<file path="config.mk">
export PLATFORM = sky130hd
export DESIGN_NAME = dpram_fifo_ctrl
export DESIGN_NICKNAME = d
export VERILOG_FILES = /design/src/rtl/dpram_fifo_ctrl.sv
export SDC_FILE = /design/constraint.sdc
export NUM_CORES = 1
export LEC_CHECK = 0
export CAP_MARGIN = 30
export CORE_UTILIZATION = 35
export CTS_CLUSTER_SIZE = 30
export DETAILED_ROUTE_END_ITERATION = 8
export HOLD_SLACK_MARGIN = 0.1
export PLACE_DENSITY = 0.73
export SYNTH_ARGS = -nofsm -noshare
export SYNTH_HDL_FRONTEND = slang
export SYNTH_SLANG_ARGS = --single-unit
export TNS_END_PERCENT = 20
</file>
<file path="constraint.sdc">
create_clock -name clock -period 9.18 [get_ports clock]
set_input_delay 1.836 -clock clock [delete_from_list [all_inputs] [get_ports clock]]
set_output_delay 1.836 -clock clock [all_outputs]
set_load 0.05 [all_outputs]
</file>
<file path="src/rtl/dpram_fifo_ctrl.sv">
// rtl/dpram_fifo_ctrl.sv - streaming FIFO controller around an external 1-clock-latency dual-port RAM
module dpram_fifo_ctrl #(
  parameter int DW    = 32,
  parameter int AW    = 8,
  parameter int DEPTH = 256
) (
  input  logic          clock,
  input  logic          reset,
  input  logic          flush,
  input  logic          in_valid,
  input  logic [DW-1:0] in_data,
  output logic          in_ready,
  output logic          out_valid,
  output logic [DW-1:0] out_data,
  input  logic          out_ready,
  output logic [AW+1:0] level,
  output logic [AW-1:0] ram_wraddress,
  output logic [DW-1:0] ram_data,
  output logic          ram_wren,
  output logic [AW-1:0] ram_rdaddress,
  input  logic [DW-1:0] ram_q
);

  localparam logic [AW:0] FULL = (AW+1)'(DEPTH);

  // RAM-side bookkeeping; ram_count only counts words whose write edge has passed
  logic [AW-1:0] wr_ptr;
  logic [AW-1:0] rd_ptr;
  logic [AW:0]   ram_count;
  logic          inflight;

  // two-entry skid buffer, buf0 is always the head
  logic [1:0]    buf_cnt;
  logic [DW-1:0] buf0;
  logic [DW-1:0] buf1;
  logic [AW+1:0] level_q;

  logic          push;
  logic          pop;
  logic          issue;
  logic [1:0]    buf_after_pop;
  logic [AW:0]   ram_count_next;
  logic [1:0]    buf_cnt_next;
  logic [DW-1:0] buf0_next;
  logic [DW-1:0] buf1_next;
  logic [AW+1:0] level_next;

  // handshakes and RAM port drive; in_ready never looks at out_ready
  always_comb begin
    in_ready      = (ram_count < FULL) & ~flush;
    push          = in_valid & in_ready;
    out_valid     = (buf_cnt != 2'd0);
    out_data      = buf0;
    pop           = out_valid & out_ready;
    ram_wren      = push;
    ram_wraddress = wr_ptr;
    ram_data      = in_data;
    ram_rdaddress = rd_ptr;
    level         = level_q;
  end

  // read issue: only when the word will have a free buffer slot on return
  always_comb begin
    buf_after_pop  = buf_cnt - {1'b0, pop};
    issue          = (ram_count != '0) & ((buf_after_pop + {1'b0, inflight}) < 2'd2) & ~flush;
    ram_count_next = ram_count + (AW+1)'(push) - (AW+1)'(issue);
    buf_cnt_next   = buf_after_pop + {1'b0, inflight};
    level_next     = (AW+2)'(ram_count_next) + (AW+2)'(issue) + (AW+2)'(buf_cnt_next);
  end

  // skid buffer next state: shift head on pop, land the returning word at the tail
  always_comb begin
    buf0_next = buf0;
    buf1_next = buf1;
    if (pop) begin
      buf0_next = buf1;
    end
    if (inflight) begin
      if (buf_after_pop == 2'd0) begin
        buf0_next = ram_q;
      end else begin
        buf1_next = ram_q;
      end
    end
  end

  // pointer, count and in-flight state; reset and flush drop any outstanding read
  always_ff @(posedge clock) begin
    if (reset || flush) begin
      wr_ptr    <= '0;
      rd_ptr    <= '0;
      ram_count <= '0;
      inflight  <= 1'b0;
      level_q   <= '0;
    end else begin
      if (push) begin
        wr_ptr <= wr_ptr + AW'(1);
      end
      if (issue) begin
        rd_ptr <= rd_ptr + AW'(1);
      end
      ram_count <= ram_count_next;
      inflight  <= issue;
      level_q   <= level_next;
    end
  end

  // skid buffer registers
  always_ff @(posedge clock) begin
    if (reset || flush) begin
      buf_cnt <= 2'd0;
      buf0    <= '0;
      buf1    <= '0;
    end else begin
      buf_cnt <= buf_cnt_next;
      buf0    <= buf0_next;
      buf1    <= buf1_next;
    end
  end

endmodule

</file>
# After elaboration in Yosys (flattened, before gate mapping)
# Index checks and enable logic that the tools add are counted.
[totals]
out_inout_bits = 93
word_cells = 33
ff_bits = 102
input_bits = 69
[op_classes]
reduce_logical = 5
bitwise = 7
add_sub_neg = 8
order_cmp = 2
muxes = 3
[op_table]
columns = ["cell", "n"]
rows = [
  ["$mux W32", 3],
  ["$add A8 B1 Y8 const B", 2],
  ["$add A10 B2 Y10", 1],
  ["$add A9 B1 Y10", 1],
  ["$add A9 B1 Y9", 1],
  ["$lt A9 B9 Y1 const B", 1],
  ["$reduce_bool A9 Y1", 1],
  ["$sub A9 B1 Y9", 1],
  ["$and A1 B1 Y1", 5],
  ["$add A2 B1 Y2", 1],
  ["$logic_not A2 Y1", 1],
  ["$lt A2 B2 Y1 const B", 1],
  ["$not A1 Y1", 2],
  ["$reduce_and A2 Y1", 1],
  ["$reduce_bool A2 Y1", 1],
  ["$sub A2 B1 Y2", 1],
  ["$logic_or A1 B1 Y1", 1],
]

# Depth between registers and ports, before layout
# Gate-level depths: netlist of the first run.
[depth]
ltp_word = 10
mapped_depth = 21
mapped_depth_nobuf = 20

# Worst setup path after synthesis of the first run
# OpenSTA, ideal clock, no wires.
[synth_path]
kind = "input-to-reg"
start = "input out_ready"
end = "register level_q[7], in the netlist level[7]"
stages = 20
setup_time_ns = 0.128
path_buffers = 1
setup_slack_ns = 3.259
required_time_ns = 9.052
arrival_ns = 5.794
cell_sequence = "nand2_1 -> buf_2 -> inv_1 -> ha_1 -> inv_1 -> ha_1 -> xor2_2 -> inv_2 -> a311oi_4 -> ha_1 -> inv_1 -> ha_1 -> fa_1 -> ha_1 -> a21oi_1 -> nor2_1 -> o21ai_0 -> nor4b_1 -> xor2_1 -> nor2_1"
[synth_via]
elab_chain_len = 9
[synth_lines]
columns = ["element", "line_no", "rtl"]
rows = [
  ["start: declaration", "15", "input logic out_ready,"],
  ["$and A1 B1 Y1", "54", "pop = out_valid & out_ready;"],
  ["$sub A2 B1 Y2", "64", "buf_after_pop = buf_cnt - {1'b0, pop};"],
  ["$add A2 B1 Y2", "67", "buf_cnt_next = buf_after_pop + {1'b0, inflight};"],
  ["via buf_cnt_next[1]", "43", "logic [1:0] buf_cnt_next;"],
  ["$lt A2 B2 Y1", "65", "issue = (ram_count != '0) & ((buf_after_pop + {1'b0, inflight}) < 2'd2) & ~flush;"],
  ["$and A1 B1 Y1 (2 in a row)", "65", ""],
  ["via issue", "40", "logic issue;"],
  ["$sub A9 B1 Y9", "66", "ram_count_next = ram_count + (AW+1)'(push) - (AW+1)'(issue);"],
  ["via ram_count_next[1]", "42", "logic [AW:0] ram_count_next;"],
  ["$add A9 B1 Y10", "68", "level_next = (AW+2)'(ram_count_next) + (AW+2)'(issue) + (AW+2)'(buf_cnt_next);"],
  ["$add A10 B2 Y10", "68", ""],
  ["end signal: assignment", "104", "level_q <= level_next;"],
  ["end: declaration", "36", "logic [AW+1:0] level_q;"],
]
# The timed path passes the listed nets, and every way through them passes these cells.
# A chain may end at the register's enable or synchronous reset.

# Worst setup path in the final report of the first run
# Ends and elaborated chain as after synthesis.

==> flow_metrics.env, run 1 <==
export IMPL_routedWlPerCell_um=13.8
export IMPL_finalCritPeriodShare=0.728
export IMPL_finalPower_uw=1730
export IMPL_die_w_um=118
export IMPL_timing_final_hold_violations=0
export IMPL_synth_largest_area_cell="sky130_fd_sc_hd__dfxtp_1"
export IMPL_cts_clk_slew_worst_paths_ps=70
export IMPL_globalRouteMet3Util=0.0598
export IMPL_post_synth_fa_ha_maj_area_fraction=0.0576
export IMPL_layout_drive_gt1_share=0.0486
export IMPL_run_status="finished clean"
export IMPL_fmaxAchievable_ghz=0.150
export IMPL_synthesized_area_fraction_occupied_by_ao_oa_aoi_and_oai_cells=0.121
export IMPL_reg2reg_to="level[7]"
export IMPL_area_of_the_core_mm2=0.0132
export IMPL_critical_path_startpoint="out_ready"
export IMPL_cts_hold_buf=0
export IMPL_end_kind="flop"
export IMPL_detailedPlacementHpwl_um=7420
export IMPL_gr_usage_met2=0.257
export IMPL_synth_xor_xnor_area_share=0.0513
export IMPL_synth_net_count=627
export IMPL_cts_num_sinks=102
export IMPL_clockBufferDepth=2
export IMPL_slew_headroom=0.513
export IMPL_drv_slew=0
export IMPL_leftover_overflow_at_the_end_of_global_routing=0
export IMPL_power_static_leakage_uw=0.00235
export IMPL_tritoncts="done"
export IMPL_timing_final_setup_violations=0
export IMPL_regToRegSetupSlack_ps=3720
export IMPL_drtIter0Drc=214
export IMPL_area_growth_syn_to_layout_pct=25.5
export IMPL_grt_start_max_net_pins=65
export IMPL_synth_simple_gate_area_share=0.172
export IMPL_number_of_global_route_vias_before_repair=3708
export IMPL_synthesis_area_mm2=0.00473
export IMPL_synth_sequential_area_ratio=0.431
export IMPL_clkLatencyLatePin_ps=340
export IMPL_cp_start_kind="primary input"
export IMPL_drv_cap=0
export IMPL_worst_path_max_fanout=33
export IMPL_finalClockSkew_ps=8.04
export IMPL_ios=162
export IMPL_antenna_found_initial=0
export IMPL_post_cts_repair_setup_buffers=0
export IMPL_cts_made_buffers=9
export IMPL_asyncSetResetFlopFracSynth=0
export IMPL_worst_hold_path_type="reg -> reg"
export IMPL_diodes=0
export IMPL_postSynth_topFlopCell="sky130_fd_sc_hd__dfxtp_1"
export IMPL_top_cell_types_by_occurrence_after_synthesis="sky130_fd_sc_hd__dfxtp_1, sky130_fd_sc_hd__nand2_1, sky130_fd_sc_hd__nor2_1"
export IMPL_drt_pass1_iter_count=4
export IMPL_busiest_layer="met2"
export IMPL_h_tree_depth=3
export IMPL_synthMuxAreaShare=0.0761
export IMPL_num_nets_final=681
export IMPL_synthTopCellsByArea="sky130_fd_sc_hd__dfxtp_1, sky130_fd_sc_hd__mux2i_1, sky130_fd_sc_hd__nand2_1, sky130_fd_sc_hd__nor2_1, sky130_fd_sc_hd__a211oi_1"
export IMPL_dominant_combinational_cell_family_by_area_after_synthesis="simple AND/OR/NAND/NOR gates"
export IMPL_cts_resized=0
export IMPL_syn_instance_count=538
export IMPL_final_period_minus_worst_setup_slack_ps=6690
export IMPL_die_y_um=118
export IMPL_drt_vias_per_instance=4.91
export IMPL_worst_endpoint_arrival_ps=6890
export IMPL_route_detailed_drc=0
export IMPL_synth_seq_cells=102
export IMPL_final_antenna_net_count=0
export IMPL_placement_rows=42
export IMPL_yosysUniqueCellTypes=45
export IMPL_syn_mean_instance_area_um2=8.80
export IMPL_timing_critical_path_to="level[7]"
export IMPL_pwr_density_cell_mw_per_mm2=292
export IMPL_synth_top_area_share=0.431
export IMPL_worst_r2r_path_depth=21
export IMPL_die_area_mm2=0.0140
export IMPL_critical_setup_path_class="in -> reg"
export IMPL_grt_setup_unrepaired="false"
export IMPL_post_synth_edffs=0
export IMPL_placement_io_buffers=97
export IMPL_cts_root_buffer="sky130_fd_sc_hd__clkbuf_16"
export IMPL_ys_warn_count=0
export IMPL_detailroute_via_count=3793
export IMPL_finalSetupTns_ps=0
export IMPL_grt_util_met1=0.184
export IMPL_vdd_drop_max_mv=0.202
export IMPL_wirelength_um=10700
export IMPL_globalRouteTotalUtil=0.158
export IMPL_synth_most_common_cell="sky130_fd_sc_hd__dfxtp_1"
export IMPL_worstPathRequired_ps=9380
export IMPL_max_slew_worst_pin_slew_ps=731
export IMPL_globalplace_congestion=0.933
export IMPL_grt_first_pass_wirelength_um=17500
export IMPL_worstReg2RegStart="buf_cnt[1]"
export IMPL_starting_density_of_the_core=0.358
## cells by family after synthesis
logic type	after synthesis
AOI/OAI and AO/OA	87
xor gates and xnor gates	26
adders and majority gates	20
buffers and inverters	81
DFF	102
muxes	36
and+or+nand+nor	186
## metal layers
metal / routed length [um] / part of all wire / vias to the layer above
met2: 5220 / 0.49 / 101
met1: 4690 / 0.44 / 1787
met5: 0 / 0 / -
li1: - / - / 1884
met3: 561 / 0.053 / 21
met4: 179 / 0.017 / 0
## how the worst min path moves through the flow
stage               end     start  slack (ps)  depth (start not counted)
5_1_grt        buf1[28]  buf1[28]         470                          2
4_1_cts        buf1[12]  buf1[12]         450                          2
2_1_floorplan   buf1[0]   buf1[0]         440                          2
3_3_place_gp    buf1[1]   buf1[1]         440                          2
3_5_place_dp   buf1[12]  buf1[12]         450                          2
6_report       buf1[24]  buf1[24]         450                          2
## state kept, by name, summed over array words and instances, names as in the netlist
name           count
buf1              32
out_data          32
level             10
ram_count          9
ram_rdaddress      8
ram_wraddress      8
buf_cnt            2
inflight           1
## final cells by class
type,count,area [um2]
clock buffer,12,256
clock inverter,4,52.6
fill,1295,7300
inverter,22,82.6
multi-input combinational,355,2270
sequential,102,2040
tap,176,220
timing repair buffer,102,1020
## power by group
group	switching, uW	internal (uW)	leakage, uW
Sequential	28.1	493	0.000826
Clock	161	227	0.000153
Combinational	502	322	0.00137
## layout by cell type, fill, tap and decap left out, drive strengths merged, types with 5 or more instances in the layout
master         count
and2               7
ha                17
xnor2             13
dfxtp            102
clkbuf            12
mux2i             36
clkdlybuf4s50     97
a21oi             37
xor2              13
nor2              68
a211oi            33
inv               23
nand2             72
buf                5
o21ai              5
nand4             10
## worst max-delay path, cell delays in order
cell,delay (ps)
sky130_fd_sc_hd__clkdlybuf4s50_1,410
sky130_fd_sc_hd__nand2_2,50
sky130_fd_sc_hd__buf_4,480
sky130_fd_sc_hd__inv_1,90
sky130_fd_sc_hd__ha_1,340
sky130_fd_sc_hd__inv_1,50
sky130_fd_sc_hd__ha_1,210
sky130_fd_sc_hd__xor2_2,280
sky130_fd_sc_hd__inv_2,100
sky130_fd_sc_hd__a311oi_4,590
sky130_fd_sc_hd__ha_1,350
sky130_fd_sc_hd__inv_1,60
sky130_fd_sc_hd__ha_1,190
sky130_fd_sc_hd__fa_1,460
sky130_fd_sc_hd__ha_1,290
sky130_fd_sc_hd__a21oi_1,60
sky130_fd_sc_hd__nor2_1,150
sky130_fd_sc_hd__o21ai_0,220
sky130_fd_sc_hd__nor4b_1,390
sky130_fd_sc_hd__xor2_1,180
sky130_fd_sc_hd__nor2_1,60
## per-stage QoR
| stage | cells | hold slack [ps] | cell area [um2] | utilization | worst slack (ps) |
|---|---|---|---|---|---|
| after global routing | 773 | 472 | 5940 | 0.449 | 2150 |
| after CTS | 773 | 455 | 5940 | 0.449 | 2540 |
| after floorplan | 538 | 436 | 4730 | - | 3260 |
| final | 773 | 453 | 5940 | 0.449 | 2490 |
| after detailed placement | 757 | 446 | 5630 | 0.425 | 2190 |
| after global placement | 756 | 441 | 5620 | 0.424 | 2370 |
Power figures use the tool's default switching activity.
==> inputs of run 2 (changes only) <==
- clock period: 9.18 -> 6.9 ns (I/O delays scaled with it)
==> flow_metrics.env, run 2 (same netlist as run 1, synthesis figures left out) <==
export IMPL_layout_commonest_cell="sky130_fd_sc_hd__dfxtp_1"
export IMPL_slew_headroom=0.399
export IMPL_power_static_leakage_uw=0.00236
export IMPL_worstPathRequired_ps=7100
export IMPL_drv_cap=0
export IMPL_worst_path_largest_cell_delay_ps=630
export IMPL_routedWlPerCell_um=13.8
export IMPL_cts_made_buffers=9
export IMPL_leftover_overflow_at_the_end_of_global_routing=0
export IMPL_area_growth_syn_to_layout_pct=26.4
export IMPL_worst_path_max_fanout=11
export IMPL_antenna_found_initial=0
export IMPL_finalCritPeriodShare=0.827
export IMPL_die_w_um=118
export IMPL_globalRouteTotalUtil=0.155
export IMPL_drv_slew=0
export IMPL_drt_pass1_iter_count=4
export IMPL_route_detailed_drc=0
export IMPL_starting_density_of_the_core=0.358
export IMPL_clkLatencyLatePin_ps=340
export IMPL_detailroute_via_count=3802
export IMPL_cpMostUsedCell="sky130_fd_sc_hd__ha_1"
export IMPL_tritoncts="done"
export IMPL_layout_drive_gt1_share=0.0469
export IMPL_worst_endpoint_arrival_ps=5900
export IMPL_cpMaxStageDelayCell="sky130_fd_sc_hd__a311oi_4"
export IMPL_num_nets_final=681
export IMPL_end_kind="flop"
export IMPL_run_status="finished clean"
export IMPL_final_period_minus_worst_setup_slack_ps=5710
export IMPL_wirelength_um=10700
export IMPL_worst_hold_path_type="reg -> reg"
export IMPL_area_of_the_core_mm2=0.0132
export IMPL_critical_setup_path_class="in -> reg"
export IMPL_cts_num_sinks=102
export IMPL_finalClockSkew_ps=5.10
export IMPL_post_cts_repair_setup_buffers=0
export IMPL_cts_root_buffer="sky130_fd_sc_hd__clkbuf_16"
export IMPL_max_slew_worst_pin_slew_ps=901
export IMPL_globalplace_congestion=0.882
export IMPL_ios=162
export IMPL_mostFrequentLayoutCells="sky130_fd_sc_hd__dfxtp_1, sky130_fd_sc_hd__clkdlybuf4s50_1, sky130_fd_sc_hd__nand2_1"
export IMPL_reg2reg_to="level[7]"
export IMPL_cts_clk_slew_worst_paths_ps=60
export IMPL_number_of_global_route_vias_before_repair=3659
export IMPL_cts_hold_buf=0
export IMPL_detailedPlacementHpwl_um=7430
export IMPL_list_of_cells_traversed_by_the_critical_path="clkdlybuf4s50_1, nand2_2, inv_1, ha_1, inv_1, ha_1, xor2_2, inv_2, a311oi_4, ha_1, inv_1, ha_1, fa_1, ha_1, a21oi_1, nor2_1, o21ai_0, nor4b_1, xor2_1, nor2_1"
export IMPL_h_tree_depth=3
export IMPL_timing_final_setup_violations=0
export IMPL_critical_path_startpoint="out_ready"
export IMPL_cts_resized=0
export IMPL_grt_start_max_net_pins=65
export IMPL_die_area_mm2=0.0140
export IMPL_drtIter0Drc=204
export IMPL_regToRegSetupSlack_ps=1990
export IMPL_timing_final_hold_violations=0
export IMPL_placement_rows=42
export IMPL_clockBufferDepth=2
export IMPL_diodes=0
export IMPL_worstReg2RegStart="buf_cnt[1]"
export IMPL_placement_io_buffers=97
export IMPL_finalSetupTns_ps=0
export IMPL_whs_ps=453
export IMPL_fmaxAchievable_ghz=0.175
export IMPL_hold_depth=2
export IMPL_final_antenna_net_count=0
export IMPL_drt_vias_per_instance=4.92
export IMPL_worst_r2r_path_depth=20
export IMPL_vdd_drop_max_mv=0.285
export IMPL_grt_setup_unrepaired="false"
export IMPL_cp_start_kind="primary input"
export IMPL_pwr_density_cell_mw_per_mm2=397
export IMPL_timing_critical_path_to="level[7]"
export IMPL_grt_first_pass_wirelength_um=17300
export IMPL_layout_filler_cells=1277
export IMPL_die_y_um=118
-- run 2: changes by cell type in the layout (fill, tap and decap cells not counted) --
cell	previous run	this run
sky130_fd_sc_hd__bufinv_16	1	3
sky130_fd_sc_hd__clkbuf_1	1	2
sky130_fd_sc_hd__clkinv_2	1	0
sky130_fd_sc_hd__clkinv_4	1	0
sky130_fd_sc_hd__inv_6	1	0
-- run 2: final cells by class --
class / instances / area (um2) / share of cell area
flip-flops and latches: 102 / 2040 / 0.341
repair buffers: 102 / 1020 / 0.170
inverters: 22 / 82.6 / 0.0138
multi-input cells: 355 / 2270 / 0.380
clock inverters: 3 / 90.1 / 0.0151
clock buffers: 13 / 260 / 0.0435
well taps: 176 / 220 / 0.0368
-- run 2: worst min path at each step --
| stage | from | to | slack, ps |
|---|---|---|---|
| after floorplan | buf1[0] | buf1[0] | 440 |
| after global placement | buf1[1] | buf1[1] | 440 |
| after detailed placement | buf1[27] | buf1[27] | 450 |
| after CTS | buf1[27] | buf1[27] | 450 |
| after global routing | buf1[27] | buf1[27] | 470 |
| final | buf1[21] | buf1[21] | 450 |
-- run 2: report_power, final --
| part | internal (uW) | leakage [uW] | total (uW) | switching, uW |
|---|---|---|---|---|
| combinational | 426 | 0.00136 | 1100 | 678 |
| sequential | 656 | 0.000826 | 694 | 38.2 |
| clock | 374 | 0.000170 | 580 | 206 |
| total | 1460 | 0.00236 | 2380 | 922 |
-- run 2: through the flow --
step | power, uW | cells | instance area (um2) | util | setup WS, ps
global placement | 1760 | 756 | 5620 | 0.424 | 1050
global route | 2530 | 773 | 5980 | 0.452 | 888
CTS | 2400 | 773 | 5980 | 0.452 | 1230
detailed placement | 1800 | 757 | 5630 | 0.425 | 866
floorplan | 1570 | 538 | 4730 | - | 1430
finish | 2380 | 773 | 5980 | 0.452 | 1190
-- run 2: per-layer routing --
metal / wire length [um] / GRT usage / share of wire
met1: 4910 / 0.184 / 0.46
met2: 5140 / 0.261 / 0.48
met3: 458 / 0.0478 / 0.043
met4: 174 / 0.0553 / 0.016
met5: 0 / 0 / 0
-- run 2: worst max-delay path, delay by kind of cell --
family / cells / cell delay [ps]
buffers and inverters: 5 / 670
AOI/OAI and AO/OA: 3 / 890
adders and majority gates: 6 / 1850
xor gates and xnor gates: 2 / 480
and+or+nand+nor: 4 / 640
==> inputs of run 3 (changes only) <==
- PLACE_DENSITY: 0.73 -> 0.76
- clock period: 6.9 -> 5 ns (I/O delays scaled with it)
==> flow_metrics.env, run 3 (same netlist as run 1, synthesis figures left out) <==
export IMPL_post_cts_repair_setup_buffers=0
export IMPL_grt_setup_unrepaired="false"
export IMPL_pwr_density_cell_mw_per_mm2=544
export IMPL_min_to="buf1[12]"
export IMPL_worstReg2RegStart="buf_cnt[1]"
export IMPL_finalPower_uw=3280
export IMPL_cpMaxStageDelayCell="sky130_fd_sc_hd__fa_1"
export IMPL_worst_endpoint_arrival_ps=4890
export IMPL_leftover_overflow_at_the_end_of_global_routing=0
export IMPL_drv_cap=0
export IMPL_layout_drive_gt1_share=0.0548
export IMPL_fmaxAchievable_ghz=0.215
export IMPL_mostFrequentLayoutCells="sky130_fd_sc_hd__dfxtp_1, sky130_fd_sc_hd__clkdlybuf4s50_1, sky130_fd_sc_hd__nand2_1"
export IMPL_worstPathRequired_ps=5230
export IMPL_final_period_minus_worst_setup_slack_ps=4660
export IMPL_worst_r2r_path_depth=20
export IMPL_hp_start="buf1[12]"
export IMPL_placement_rows=42
export IMPL_max_slew_worst_pin_slew_ps=636
export IMPL_cts_made_buffers=9
export IMPL_layoutNonFillerInstCount=779
export IMPL_layout_filler_cells=1291
export IMPL_reg2reg_to="level[7]"
export IMPL_vdd_drop_max_mv=0.263
export IMPL_drt_vias_per_instance=4.91
export IMPL_placedCellCount=762
export IMPL_tritoncts="done"
export IMPL_worst_path_dominant_cell_family="adder cells"
export IMPL_critPathBufInv=5
export IMPL_globalRouteMet3Util=0.0454
export IMPL_drt_pass1_iter_count=4
export IMPL_cpMostUsedCell="sky130_fd_sc_hd__ha_1"
export IMPL_ios=162
export IMPL_area_growth_syn_to_layout_pct=27.2
export IMPL_number_of_global_route_vias_before_repair=3809
export IMPL_drv_slew=0
export IMPL_worst_path_max_fanout=3
export IMPL_worst_path_largest_cell_delay_ps=470
export IMPL_hold_depth=2
export IMPL_globalplace_congestion=0.879
export IMPL_cts_num_sinks=102
export IMPL_slew_headroom=0.575
export IMPL_finalCritPeriodShare=0.932
export IMPL_detailedPlacementHpwl_um=7570
export IMPL_cp_start_kind="primary input"
export IMPL_cts_resized=0
export IMPL_grt_util_met1=0.184
export IMPL_route_detailed_drc=0
export IMPL_h_tree_depth=3
export IMPL_worst_path_depth=20
export IMPL_area_of_the_core_mm2=0.0132
export IMPL_die_area_mm2=0.0140
export IMPL_final_seq_area_mm2=0.00204
export IMPL_clockBufferDepth=2
export IMPL_grt_first_pass_wirelength_um=17700
export IMPL_pre_cts_slack_ps=9.54
export IMPL_routedWlPerCell_um=13.6
export IMPL_finalWorstSetupSlack_ps=341
export IMPL_timing_final_setup_violations=0
export IMPL_globalRouteTotalUtil=0.158
export IMPL_num_nets_final=686
export IMPL_die_y_um=118
export IMPL_finalClockSkew_ps=5.22
export IMPL_timing_final_hold_violations=0
export IMPL_layout_commonest_cell="sky130_fd_sc_hd__dfxtp_1"
export IMPL_share_of_the_core_filled_with_cells_in_the_final_layout=0.455
export IMPL_clkLatencyLatePin_ps=340
export IMPL_wirelength_um=10600
export IMPL_power_static_leakage_uw=0.00239
export IMPL_final_antenna_net_count=0
export IMPL_critical_setup_path_class="in -> reg"
export IMPL_list_of_cells_traversed_by_the_critical_path="clkdlybuf4s50_1, nand2_2, inv_1, ha_1, inv_1, ha_1, xor2_2, inv_2, a311oi_4, ha_1, inv_1, ha_1, fa_1, ha_1, a21oi_1, nor2_1, o21ai_0, nor4b_1, xor2_1, nor2_1"
export IMPL_detailroute_via_count=3825
export IMPL_finalSetupTns_ps=0
export IMPL_cts_hold_buf=0
export IMPL_drtIter0Drc=249
export IMPL_cts_clk_slew_worst_paths_ps=60
export IMPL_area_occupied_by_multi_input_gates_mm2=0.00227
export IMPL_die_w_um=118
export IMPL_grt_start_max_net_pins=38
export IMPL_regToRegSetupSlack_ps=750
export IMPL_placement_io_buffers=97
export IMPL_starting_density_of_the_core=0.358
export IMPL_end_kind="flop"
export IMPL_worst_hold_path_type="reg -> reg"
export IMPL_cts_root_buffer="sky130_fd_sc_hd__clkbuf_16"
export IMPL_antenna_found_initial=1
export IMPL_busiest_layer="met2"
export IMPL_gr_usage_met2=0.268
export IMPL_run_status="finished clean"
==> run 3: cell count changes in the layout (fill, tap and decap cells not counted), sizes merged <==
cell,delta
buf,+5
clkinv,+2
bufinv,-1
clkbuf,-1
diode,+1
==> run 3: how the worst max path moves through the flow <==
stage,from,endpoint,slack [ps]
floorplan,out_ready,level[7],40
global placement,out_ready,level[6],90
global route,out_ready,level[7],120
detailed placement,out_ready,level[7],10
finish,out_ready,level[7],340
CTS,out_ready,level[7],350
==> run 3: metal layers <==
layer | routed length, um | vias to the layer above
li1 | - | 1899
met1 | 4760 | 1823
met2 | 5170 | 91
met3 | 559 | 12
met4 | 146 | 0
met5 | 0 | -
==> run 3: where the power goes <==
part / total (uW) / internal, uW / switching, uW / leakage, uW
logic: 1570 / 629 / 942 / 0.00140
clock network: 747 / 451 / 296 / 0.000157
registers: 957 / 905 / 51.6 / 0.000826
total: 3280 / 1990 / 1290 / 0.00239
==> run 3: tightest hold or removal path, delay by kind of cell (launching register included) <==
family           cells  cell delay (ps)
flip-flops           1              310
AO/OA/AOI/OAI        1               50
AND/OR/NAND/NOR      1               50
==> run 3: layout make-up <==
| cell class | count | share of cell area |
|---|---|---|
| well taps | 176 | 0.0366 |
| diodes | 1 | 0.000416 |
| multi-input cells | 355 | 0.377 |
| inverters | 22 | 0.0137 |
| repair buffers | 107 | 0.180 |
| clock inverters | 4 | 0.0116 |
| flip-flops and latches | 102 | 0.339 |
| clock buffers | 12 | 0.0409 |
==> run 3: stage by stage <==
step	hold WS, ps	cell area, um2
2_1_floorplan	436	4740
6_report	453	6020
5_1_grt	474	6020
4_1_cts	455	6020
3_5_place_dp	446	5700
3_3_place_gp	441	5650
